## src/rtl/kanade32_mem_pkg.sv

```systemverilog
// ============================================================================
// Module      : kanade32_mem_pkg
// Description : Shared types and constants for the unified-RAM arbiter.
// Revision    : 1.0 - initial release
// ============================================================================
`default_nettype none

package kanade32_mem_pkg;

    localparam int STARVE_CNT_W = 4;
    localparam int DEF_ADDR_W   = 30;
    localparam int DEF_DATA_W   = 32;

    typedef enum logic [1:0] {
        OWN_NONE = 2'd0,
        OWN_IF   = 2'd1,
        OWN_DM   = 2'd2
    } owner_e;

endpackage

`default_nettype wire

```

## src/rtl/ram_arbiter_if.sv

```systemverilog
// ============================================================================
// Module      : ram_arbiter_if
// Description : Fetch/data request channels plus the RAM-side bus.
// Revision    : 1.0 - initial release
// ============================================================================
`default_nettype none

interface ram_arbiter_if
    import kanade32_mem_pkg::*;
#(
    parameter int ADDR_W = DEF_ADDR_W,
    parameter int DATA_W = DEF_DATA_W
);
    logic              if_req;
    logic [31:0]       if_addr;
    logic              if_gnt;
    logic              if_rvalid;
    logic [DATA_W-1:0] if_rdata;

    logic              dm_req;
    logic              dm_we;
    logic [31:0]       dm_addr;
    logic [DATA_W-1:0] dm_wdata;
    logic              dm_gnt;
    logic              dm_rvalid;
    logic [DATA_W-1:0] dm_rdata;

    logic [ADDR_W-1:0] ram_address;
    logic [DATA_W-1:0] ram_data;
    logic              ram_wren;
    logic [DATA_W-1:0] ram_q;

    modport master (
        output if_req, if_addr, dm_req, dm_we, dm_addr, dm_wdata, ram_q,
        input  if_gnt, if_rvalid, if_rdata, dm_gnt, dm_rvalid, dm_rdata,
               ram_address, ram_data, ram_wren
    );

    modport slave (
        input  if_req, if_addr, dm_req, dm_we, dm_addr, dm_wdata, ram_q,
        output if_gnt, if_rvalid, if_rdata, dm_gnt, dm_rvalid, dm_rdata,
               ram_address, ram_data, ram_wren
    );

endinterface

`default_nettype wire

```

## src/rtl/arb_starve_counter.sv

```systemverilog
// ============================================================================
// Module      : arb_starve_counter
// Description : Saturating count of consecutive fetch-denied cycles.
// Revision    : 1.0 - initial release
// ============================================================================
`default_nettype none

module arb_starve_counter
    import kanade32_mem_pkg::*;
#(
    parameter int MAX = 4
) (
    input  wire logic clk,
    input  wire logic reset,
    input  wire logic inc_i,
    input  wire logic clr_i,
    output logic      at_max_o
);
    logic [STARVE_CNT_W-1:0] cnt_q;
    logic [STARVE_CNT_W-1:0] cnt_d;

    assign at_max_o = (cnt_q == STARVE_CNT_W'(MAX));

    always_comb begin
        cnt_d = cnt_q;
        if (clr_i) begin
            cnt_d = '0;
        end else if (inc_i && !at_max_o) begin
            cnt_d = cnt_q + 1'b1;
        end
    end

    always_ff @(posedge clk) begin
        if (reset) begin
            cnt_q <= '0;
        end else begin
            cnt_q <= cnt_d;
        end
    end

endmodule

`default_nettype wire

```

## src/rtl/ram_arbiter.sv

```systemverilog
// ============================================================================
// Module      : ram_arbiter
// Description : Data-priority fetch/data arbiter for a single-port RAM with a
//               starvation guard. Optional stats via RAM_ARB_STATS_EN.
// Revision    : 1.0 - initial release
// ============================================================================
`default_nettype none

module ram_arbiter
    import kanade32_mem_pkg::*;
#(
    parameter int ADDR_W     = DEF_ADDR_W,
    parameter int DATA_W     = DEF_DATA_W,
    parameter int STARVE_MAX = 4
) (
    input  wire logic   clk,
    input  wire logic   reset,
    ram_arbiter_if.slave bus
`ifdef RAM_ARB_STATS_EN
    ,
    output logic [31:0] stat_if_grants,
    output logic [31:0] stat_dm_grants,
    output logic [15:0] stat_starve_overrides
`endif
);
    owner_e            state_q, state_d;
    logic [ADDR_W-1:0] addr_q, w_addr;
    logic [DATA_W-1:0] data_q, w_data;
    logic              w_at_max, w_if_gnt, w_dm_gnt;
    logic              w_unused_addr_bits;

    // Fetch only beats a pending data request once the starve count saturates.
    assign w_if_gnt = !reset && bus.if_req && (!bus.dm_req || w_at_max);
    assign w_dm_gnt = !reset && bus.dm_req && !(bus.if_req && w_at_max);

    arb_starve_counter #(.MAX(STARVE_MAX)) u_starve (
        .clk      (clk),
        .reset    (reset),
        .inc_i    (bus.if_req && !w_if_gnt),
        .clr_i    (w_if_gnt || !bus.if_req),
        .at_max_o (w_at_max)
    );

    always_comb begin
        w_addr = addr_q;
        if (w_if_gnt) begin
            w_addr = bus.if_addr[ADDR_W+1:2];
        end else if (w_dm_gnt) begin
            w_addr = bus.dm_addr[ADDR_W+1:2];
        end
    end

    always_comb begin
        w_data = data_q;
        if (w_dm_gnt && bus.dm_we) begin
            w_data = bus.dm_wdata;
        end
    end

    always_ff @(posedge clk) begin
        if (reset) begin
            addr_q <= '0;
            data_q <= '0;
        end else begin
            addr_q <= w_addr;
            data_q <= w_data;
        end
    end

    assign bus.if_gnt      = w_if_gnt;
    assign bus.dm_gnt      = w_dm_gnt;
    assign bus.ram_wren    = w_dm_gnt && bus.dm_we;
    assign bus.ram_address = reset ? '0 : w_addr;
    assign bus.ram_data    = reset ? '0 : w_data;
    assign bus.if_rdata    = bus.ram_q;
    assign bus.dm_rdata    = bus.ram_q;

    // Byte-lane bits and any bits above the word address are don't-care.
    assign w_unused_addr_bits = ^{bus.if_addr, bus.dm_addr};

    // Owner FSM: state register
    always_ff @(posedge clk) begin
        if (reset) begin
            state_q <= OWN_NONE;
        end else begin
            state_q <= state_d;
        end
    end

    // Owner FSM: next state from this cycle's grant type
    always_comb begin
        state_d = OWN_NONE;
        if (w_if_gnt) begin
            state_d = OWN_IF;
        end else if (w_dm_gnt && !bus.dm_we) begin
            state_d = OWN_DM;
        end
    end

    // Owner FSM: outputs; reset squashes any response still in flight
    always_comb begin
        bus.if_rvalid = 1'b0;
        bus.dm_rvalid = 1'b0;
        if (!reset) begin
            bus.if_rvalid = (state_q == OWN_IF);
            bus.dm_rvalid = (state_q == OWN_DM);
        end
    end

`ifdef RAM_ARB_STATS_EN
    logic [31:0] stat_if_q, stat_dm_q;
    logic [15:0] stat_ovr_q;

    always_ff @(posedge clk) begin
        if (reset) begin
            stat_if_q  <= '0;
            stat_dm_q  <= '0;
            stat_ovr_q <= '0;
        end else begin
            if (w_if_gnt) stat_if_q <= stat_if_q + 32'd1;
            if (w_dm_gnt) stat_dm_q <= stat_dm_q + 32'd1;
            if (w_if_gnt && bus.dm_req) stat_ovr_q <= stat_ovr_q + 16'd1;
        end
    end

    assign stat_if_grants        = stat_if_q;
    assign stat_dm_grants        = stat_dm_q;
    assign stat_starve_overrides = stat_ovr_q;
`endif

endmodule

`default_nettype wire

```

## src/flat_wrapper.sv

```systemverilog
// flat-port wrapper written by rule: the top's interface ports become plain ports
module ram_arbiter_flat import kanade32_mem_pkg::*;
#(
    parameter int ADDR_W     = DEF_ADDR_W,
    parameter int DATA_W     = DEF_DATA_W,
    parameter int STARVE_MAX = 4
)
  (clk, reset, bus_if_req, bus_if_addr, bus_dm_req, bus_dm_we, bus_dm_addr, bus_dm_wdata, bus_ram_q, bus_if_gnt, bus_if_rvalid, bus_if_rdata, bus_dm_gnt, bus_dm_rvalid, bus_dm_rdata, bus_ram_address, bus_ram_data, bus_ram_wren);
  ram_arbiter_if #(.ADDR_W(ADDR_W), .DATA_W(DATA_W)) bus_i ();
  input  wire logic clk;
  input  wire logic reset;
  input wire logic [$bits(bus_i.if_req)-1:0] bus_if_req;
  input wire logic [$bits(bus_i.if_addr)-1:0] bus_if_addr;
  input wire logic [$bits(bus_i.dm_req)-1:0] bus_dm_req;
  input wire logic [$bits(bus_i.dm_we)-1:0] bus_dm_we;
  input wire logic [$bits(bus_i.dm_addr)-1:0] bus_dm_addr;
  input wire logic [$bits(bus_i.dm_wdata)-1:0] bus_dm_wdata;
  input wire logic [$bits(bus_i.ram_q)-1:0] bus_ram_q;
  output wire logic [$bits(bus_i.if_gnt)-1:0] bus_if_gnt;
  output wire logic [$bits(bus_i.if_rvalid)-1:0] bus_if_rvalid;
  output wire logic [$bits(bus_i.if_rdata)-1:0] bus_if_rdata;
  output wire logic [$bits(bus_i.dm_gnt)-1:0] bus_dm_gnt;
  output wire logic [$bits(bus_i.dm_rvalid)-1:0] bus_dm_rvalid;
  output wire logic [$bits(bus_i.dm_rdata)-1:0] bus_dm_rdata;
  output wire logic [$bits(bus_i.ram_address)-1:0] bus_ram_address;
  output wire logic [$bits(bus_i.ram_data)-1:0] bus_ram_data;
  output wire logic [$bits(bus_i.ram_wren)-1:0] bus_ram_wren;
  assign bus_i.if_req = bus_if_req;
  assign bus_i.if_addr = bus_if_addr;
  assign bus_i.dm_req = bus_dm_req;
  assign bus_i.dm_we = bus_dm_we;
  assign bus_i.dm_addr = bus_dm_addr;
  assign bus_i.dm_wdata = bus_dm_wdata;
  assign bus_i.ram_q = bus_ram_q;
  assign bus_if_gnt = bus_i.if_gnt;
  assign bus_if_rvalid = bus_i.if_rvalid;
  assign bus_if_rdata = bus_i.if_rdata;
  assign bus_dm_gnt = bus_i.dm_gnt;
  assign bus_dm_rvalid = bus_i.dm_rvalid;
  assign bus_dm_rdata = bus_i.dm_rdata;
  assign bus_ram_address = bus_i.ram_address;
  assign bus_ram_data = bus_i.ram_data;
  assign bus_ram_wren = bus_i.ram_wren;
  ram_arbiter #(.ADDR_W(ADDR_W), .DATA_W(DATA_W), .STARVE_MAX(STARVE_MAX)) u_core (.clk(clk), .reset(reset), .bus(bus_i));
endmodule
```

## config.mk

```make
export PLATFORM = sky130hd
export DESIGN_NAME = ram_arbiter_flat
export DESIGN_NICKNAME = d
export VERILOG_FILES = /design/src/rtl/kanade32_mem_pkg.sv /design/src/rtl/ram_arbiter_if.sv /design/src/rtl/arb_starve_counter.sv /design/src/rtl/ram_arbiter.sv /design/src/flat_wrapper.sv
export SDC_FILE = /design/constraint.sdc
export NUM_CORES = 1
export LEC_CHECK = 0
export ABC_AREA = 0
export CORE_MARGIN = 2
export CORE_UTILIZATION = 29
export CTS_CLUSTER_DIAMETER = 100
export DETAILED_ROUTE_END_ITERATION = 7
export MAX_ROUTING_LAYER = met4
export PLACE_DENSITY = 0.77
export SLEW_MARGIN = 25
export SYNTH_ARGS = -nofsm -noshare
export SYNTH_HDL_FRONTEND = slang
export SYNTH_HIERARCHICAL = 1
export SYNTH_SLANG_ARGS = --single-unit
```

## constraint.sdc

```tcl
create_clock -name clk -period 2.1 [get_ports clk]
set_input_delay 0.42 -clock clk [delete_from_list [all_inputs] [get_ports clk]]
set_output_delay 0.42 -clock clk [all_outputs]
set_load 0.02 [all_outputs]
```

---- Word-level counts from Yosys, hierarchy flattened ----
Cells that the tools add are included.
cells by class
  muxes and demuxes ....................... 9
  add/sub/neg operators ................... 1
  eq/ne operators ......................... 3
  reduce and logical (&&, ||, !) cells .... 20
operator list
  cell                                                                    number
  30-bit 2-to-1 mux                                                       3
  32-bit 2-to-1 mux                                                       2
  1-bit logical AND                                                       9
  1-bit zero test                                                         7
  4-bit by 1-bit adder with 4-bit output (second input constant)          1
  4-bit by 3-bit equality test with 1-bit output (second input constant)  1
  2-bit OR reduction                                                      2
  1-bit 2-to-1 mux                                                        3
  2-bit by 1-bit equality test with 1-bit output (second input constant)  1
  2-bit equality test (second input constant)                             1
  1-bit logical OR                                                        2
  2-bit 2-to-1 mux                                                        1
word-level totals
  output and inout port bits .............. 131
  input bits .............................. 133
  register bits ........................... 68

---- Depth between registers and ports, before layout ----
  word-level depth ........................ 7
  mapped depth ............................ 10

---- Cells and area by module ----
Netlist, hierarchy kept.
modules (own cells, without submodules)
  module              times used  cells each  area each (µm²)
  ram_arbiter         1           319         2927.8
  arb_starve_counter  1           25          229.0

---- Worst setup path after synthesis ----
Ideal clock, no wire load.
  kind .................................... reg-to-output
  start ................................... register u_core.u_starve.cnt_q[0]
  end ..................................... output bus_ram_address[21]
  arrival time ............................ 1.867 ns
  buffers on the path ..................... 1
  stages on the path, launching flop included .. 9
  path slack .............................. -0.187 ns
  cell sequence ........................... dfxtp_1 -> inv_1 -> ha_1 -> nand3b_1 -> inv_2 -> a211oi_4 -> buf_6 -> mux2i_1 -> o2bb2ai_1
between the ends
  longest elaborated chain between the ends .. 7
  elaborated cells on any way between the ends .. 9
  classes of those cells .................. eq/ne: 1; mux: 3; reduce/logical: 5
RTL lines
  item                                            line                      source
  from (decl)                                     arb_starve_counter.sv:19  logic [STARVE_CNT_W-1:0] cnt_q;
  from (signal assigned)                          arb_starve_counter.sv:37  cnt_q <= cnt_d;
  4-bit by 3-bit equality test with 1-bit output  arb_starve_counter.sv:22  assign at_max_o = (cnt_q == STARVE_CNT_W'(MAX));
  net u_core.w_at_max                             ram_arbiter.sv:29         logic w_at_max, w_if_gnt, w_dm_gnt;
  1-bit logical AND                               ram_arbiter.sv:34         assign w_dm_gnt = !reset && bus.dm_req && !(bus.if_req && w_at_max);
  1-bit zero test                                 ram_arbiter.sv:34
  1-bit logical AND                               ram_arbiter.sv:34
  net bus_dm_gnt                                  flat_wrapper.sv:22        output wire logic [$bits(bus_i.dm_gnt)-1:0] bus_dm_gnt;
  30-bit 2-to-1 mux                               ram_arbiter.sv:48         end else if (w_dm_gnt) begin
  30-bit 2-to-1 mux                               ram_arbiter.sv:46         if (w_if_gnt) begin
  30-bit 2-to-1 mux                               ram_arbiter.sv:73         assign bus.ram_address = reset ? '0 : w_addr;
  to (decl)                                       flat_wrapper.sv:25        output wire logic [$bits(bus_i.ram_address)-1:0] bus_ram_address;
The timed path passes the listed nets, and every way through them passes these cells.

---- Final worst setup path ----
  start ................................... register u_core.u_starve.cnt_q[0]
  end ..................................... output bus_ram_address[0]
between the ends
  longest elaborated chain between the ends .. 7
  elaborated cells on any way between the ends .. 9
  classes of those cells .................. eq/ne: 1; mux: 3; reduce/logical: 5
RTL lines
  item                                              line
  4-bit by 3-bit equality test with 1-bit output *  arb_starve_counter.sv:22
  net u_core.w_at_max                               ram_arbiter.sv:29
  1-bit logical AND                                 ram_arbiter.sv:34
  1-bit zero test                                   ram_arbiter.sv:34
  1-bit logical AND                                 ram_arbiter.sv:34
  30-bit 2-to-1 mux                                 ram_arbiter.sv:48
  30-bit 2-to-1 mux *                               ram_arbiter.sv:46
  30-bit 2-to-1 mux *                               ram_arbiter.sv:73
The timed path passes the listed nets; every way through them passes the cells marked *.

==> results.txt <==
Register area -> 1360 um2
GRT Residual Overflow -> 0
Post-Route WL -> 12300 um
PnR Total Power -> 3.64 mW
CTS max path bufs -> 2
Drc violations -> 0
Pwr dens -> 529 nW/um2
Multiplexer area fraction after synthesis -> 9.51%
CP Launch Type -> flip-flop
Hold Crit Start -> reset
Minimum clock period -> 2640 ps
TritonCTS clock tree -> built
Mapped Area -> 3160 um2
Leading cell type by number of instances after synthesis -> dfxtp_1
Reg2reg end -> u_core/u_starve/cnt_q[0]$_SDFFE_PP0P_
Die width -> 108 um
Max IR drop VDD -> 354 uV
# IOs -> 264
Ys async rst share -> 0%
GPL Wtd Cong -> 0.767
Most common flop cell mapped by yosys -> dfxtp_1
Largest net degree at the start of global routing -> 34
CP peak stage delay -> 340 ps
Largest family of logic cells by synthesized area -> buffers and inverters
Row Count -> 38
Final instance area -> 6880 um2
Per-cell routed wire length -> 18.8 um
Adder-cell share of the synthesized area -> 0.793%
Top cells by area, synth -> dfxtp_1, buf_4, mux2i_1, o2bb2ai_1, nand2_1
Area Overhead vs Synth -> 118%
Filler cell count in the final layout -> 778
Yosys top cell area share -> 43.1%
Register area share after synthesis -> 43.1%
Worst EP arrival -> 2220 ps
Vias in the first global route -> 3316
Hold depth -> 3
Slew margin rel. -> 73.1%
Gate Count Post-Synth -> 344
Area of the die -> 11700 um2
Compound-Gate Fraction of Synth Area -> 16.1%
Syn Area/Cell -> 9.18 um2
CORE AREA -> 10700 um2
Crit Path Category -> flip-flop to output port
Post-synthesis simple-gate area fraction -> 10.9%
Skew final -> 12.4 ps
Die Span Y -> 108 um
Max Clock Freq -> 0.379 GHz
Unrepaired setup endpoints after global routing -> true
CP delay by family, top -> buffers and inverters
Via density per instance -> 4.69
Layout cell share with drive strength beyond 1 -> 55.8%
Worst-Skew Late Latency -> 340 ps
Crit Path Max Fanout -> 8
Syn nets -> 479
Bufs and invs on worst path -> 5
Max-slew violations -> 0
R2r setup slk -> 30 ps
Reg2reg start -> u_core/u_starve/cnt_q[0]$_SDFFE_PP0P_
Max Cap Viol -> 0
Largest area contributor in the netlist -> dfxtp_1
DP Area -> 5470 um2
Synth unique cells -> 27
Routed vias -> 3077
Setup ws final -> -539 ps
Violated checks -> setup timing
DRT Pass-1 Iters -> 4
Initial Util -> 29.4%
CP cell instances -> inv_2, ha_4, nand3b_1, inv_2, a211oi_4, buf_12, buf_16, mux2i_4, o2bb2ai_4, buf_6
Post-route ant nets -> 0
Status -> finished, violations left
Most Frequent Cell on Critical Path -> inv_2
Post-synth top cells -> dfxtp_1, nand2_1, buf_4
Root buf cell -> clkbuf_8
Fin. Hold Viols -> 0
Htree depth -> 3
CTS buffer count -> 9
Worst Tran Pin Value -> 404 ps
Dpl ws -> -916 ps
ANT cells -> 0
Crit share post-route -> 126%
Sink Count -> 68
CP max-delay cell -> dfxtp_2
Initial drt markers -> 119
Critical Path RT -> 1680 ps
Hold Path Class -> input port to flip-flop
Yosys warnings -> 6
Final HPWL DP -> 7420 um
Worst Setup SP -> u_core/u_starve/cnt_q[0]$_SDFFE_PP0P_
Global-route usage over all layers -> 20.0%
XOR/XNOR Fraction of Synth Area -> 0%
Crit. End Element -> output port
Port Buffer Count -> 163
Initial antenna violation count -> 0
Multi-input logic area -> 2490 um2
Worst-case hold path end point -> u_core/state_q[0]$_SDFF_PP0_
CTS hold repair buffers -> 0
Reg clk slew, reported paths -> 80 ps
Final core utilization -> 64.1%
FF-to-FF path depth -> 13
Final Setup Violations -> 65
Number of flops mapped to enable cells by yosys -> 0
Fin nets -> 646
Global-route wire length before repair -> 17100 um
Min Hold Slack -> 466 ps
Static Leakage -> 2.55 nW
Seq cells post-synth -> 68
worst max path at each step:
stage,cells past startpoint,endpoint,slack [ps]
floorplan,8,bus_ram_address[0],-60
global placement,7,bus_ram_address[0],-820
detailed placement,7,bus_ram_address[12],-920
CTS,10,bus_ram_address[12],-570
global route,11,bus_ram_data[18],-620
finish,10,bus_ram_address[0],-540
cell type report:
class | count | share of cell area, %
clock buffers | 9 | 1.80
clock inverters | 7 | 1.33
inverters | 10 | 0.618
multi-input cells | 183 | 36.1
flip-flops and latches | 68 | 19.8
well taps | 140 | 2.54
repair buffers | 239 | 37.8
state kept, by name (all words and copies together), names as in the netlist:
signal and cells:
u_core/addr_q 30, u_core/u_starve/cnt_q 4, u_core/data_q 32, u_core/state_q 2
worst reg2reg max path, cell delays in order (launching register included):
cell and delay [ps]:
dfxtp_2 330, inv_2 70, ha_4 120, nand3b_1 110
inv_2 130, o21ai_0 90, buf_4 170, buf_4 130
o21ai_1 260, inv_2 100, buf_4 170, inv_1 70
o21ai_1 110, a21boi_2 130
cells by family (layout without fill, tap and decap cells):
kind of cell,after synthesis,in the layout
buffers and inverters,93,265
and+or+nand+nor,79,79
AOI/OAI and AO/OA,72,72
DFF,68,68
muxes,30,30
adders and majority gates,2,2
cell usage in the layout (no fill, tap or decap), types with 9 or more instances in the layout:
| cell type | count |
|---|---|
| buf_12 | 11 |
| buf_4 | 54 |
| a21oi_4 | 13 |
| mux2i_4 | 30 |
| clkbuf_8 | 9 |
| dfxtp_1 | 66 |
| buf_6 | 66 |
| nand2_4 | 11 |
| a21oi_2 | 19 |
| o2bb2ai_4 | 30 |
| nand2_1 | 46 |
| clkdlybuf4s50_1 | 95 |
report_power, final:
part | internal [mW] | leakage (nW) | switching [mW] | total [mW]
logic | 0.589 | 1.88 | 0.460 | 1.05
clock network | 0.664 | 0.109 | 0.533 | 1.20
registers | 1.35 | 0.557 | 0.0414 | 1.39
metal layers:
layer / GRT usage [%] / wire [um] / up-vias
li1: - / - / 1442
met2: 37.5 / 6830 / 194
met5: - / 0 / -
met4: 6.96 / 229 / 0
met1: 19.5 / 4250 / 1415
met3: 5.73 / 1050 / 26
per-stage QoR:
| stage | TNS, ps | cells |
|---|---|---|
| 3_5_place_dp | -52700 | 590 |
| 3_3_place_gp | -49130 | 590 |
| 2_1_floorplan | -1700 | 344 |
| 4_1_cts | -33430 | 646 |
| 5_1_grt | -36120 | 656 |
| 6_report | -30240 | 656 |
timing repair:
item	in CTS	in global routing
gates cloned	6	3
setup buffers	37	13
gates resized for setup	453	55
endpoints found under the setup margin	67	71
pin swaps	23	51
(Power assumes the default switching activity.)
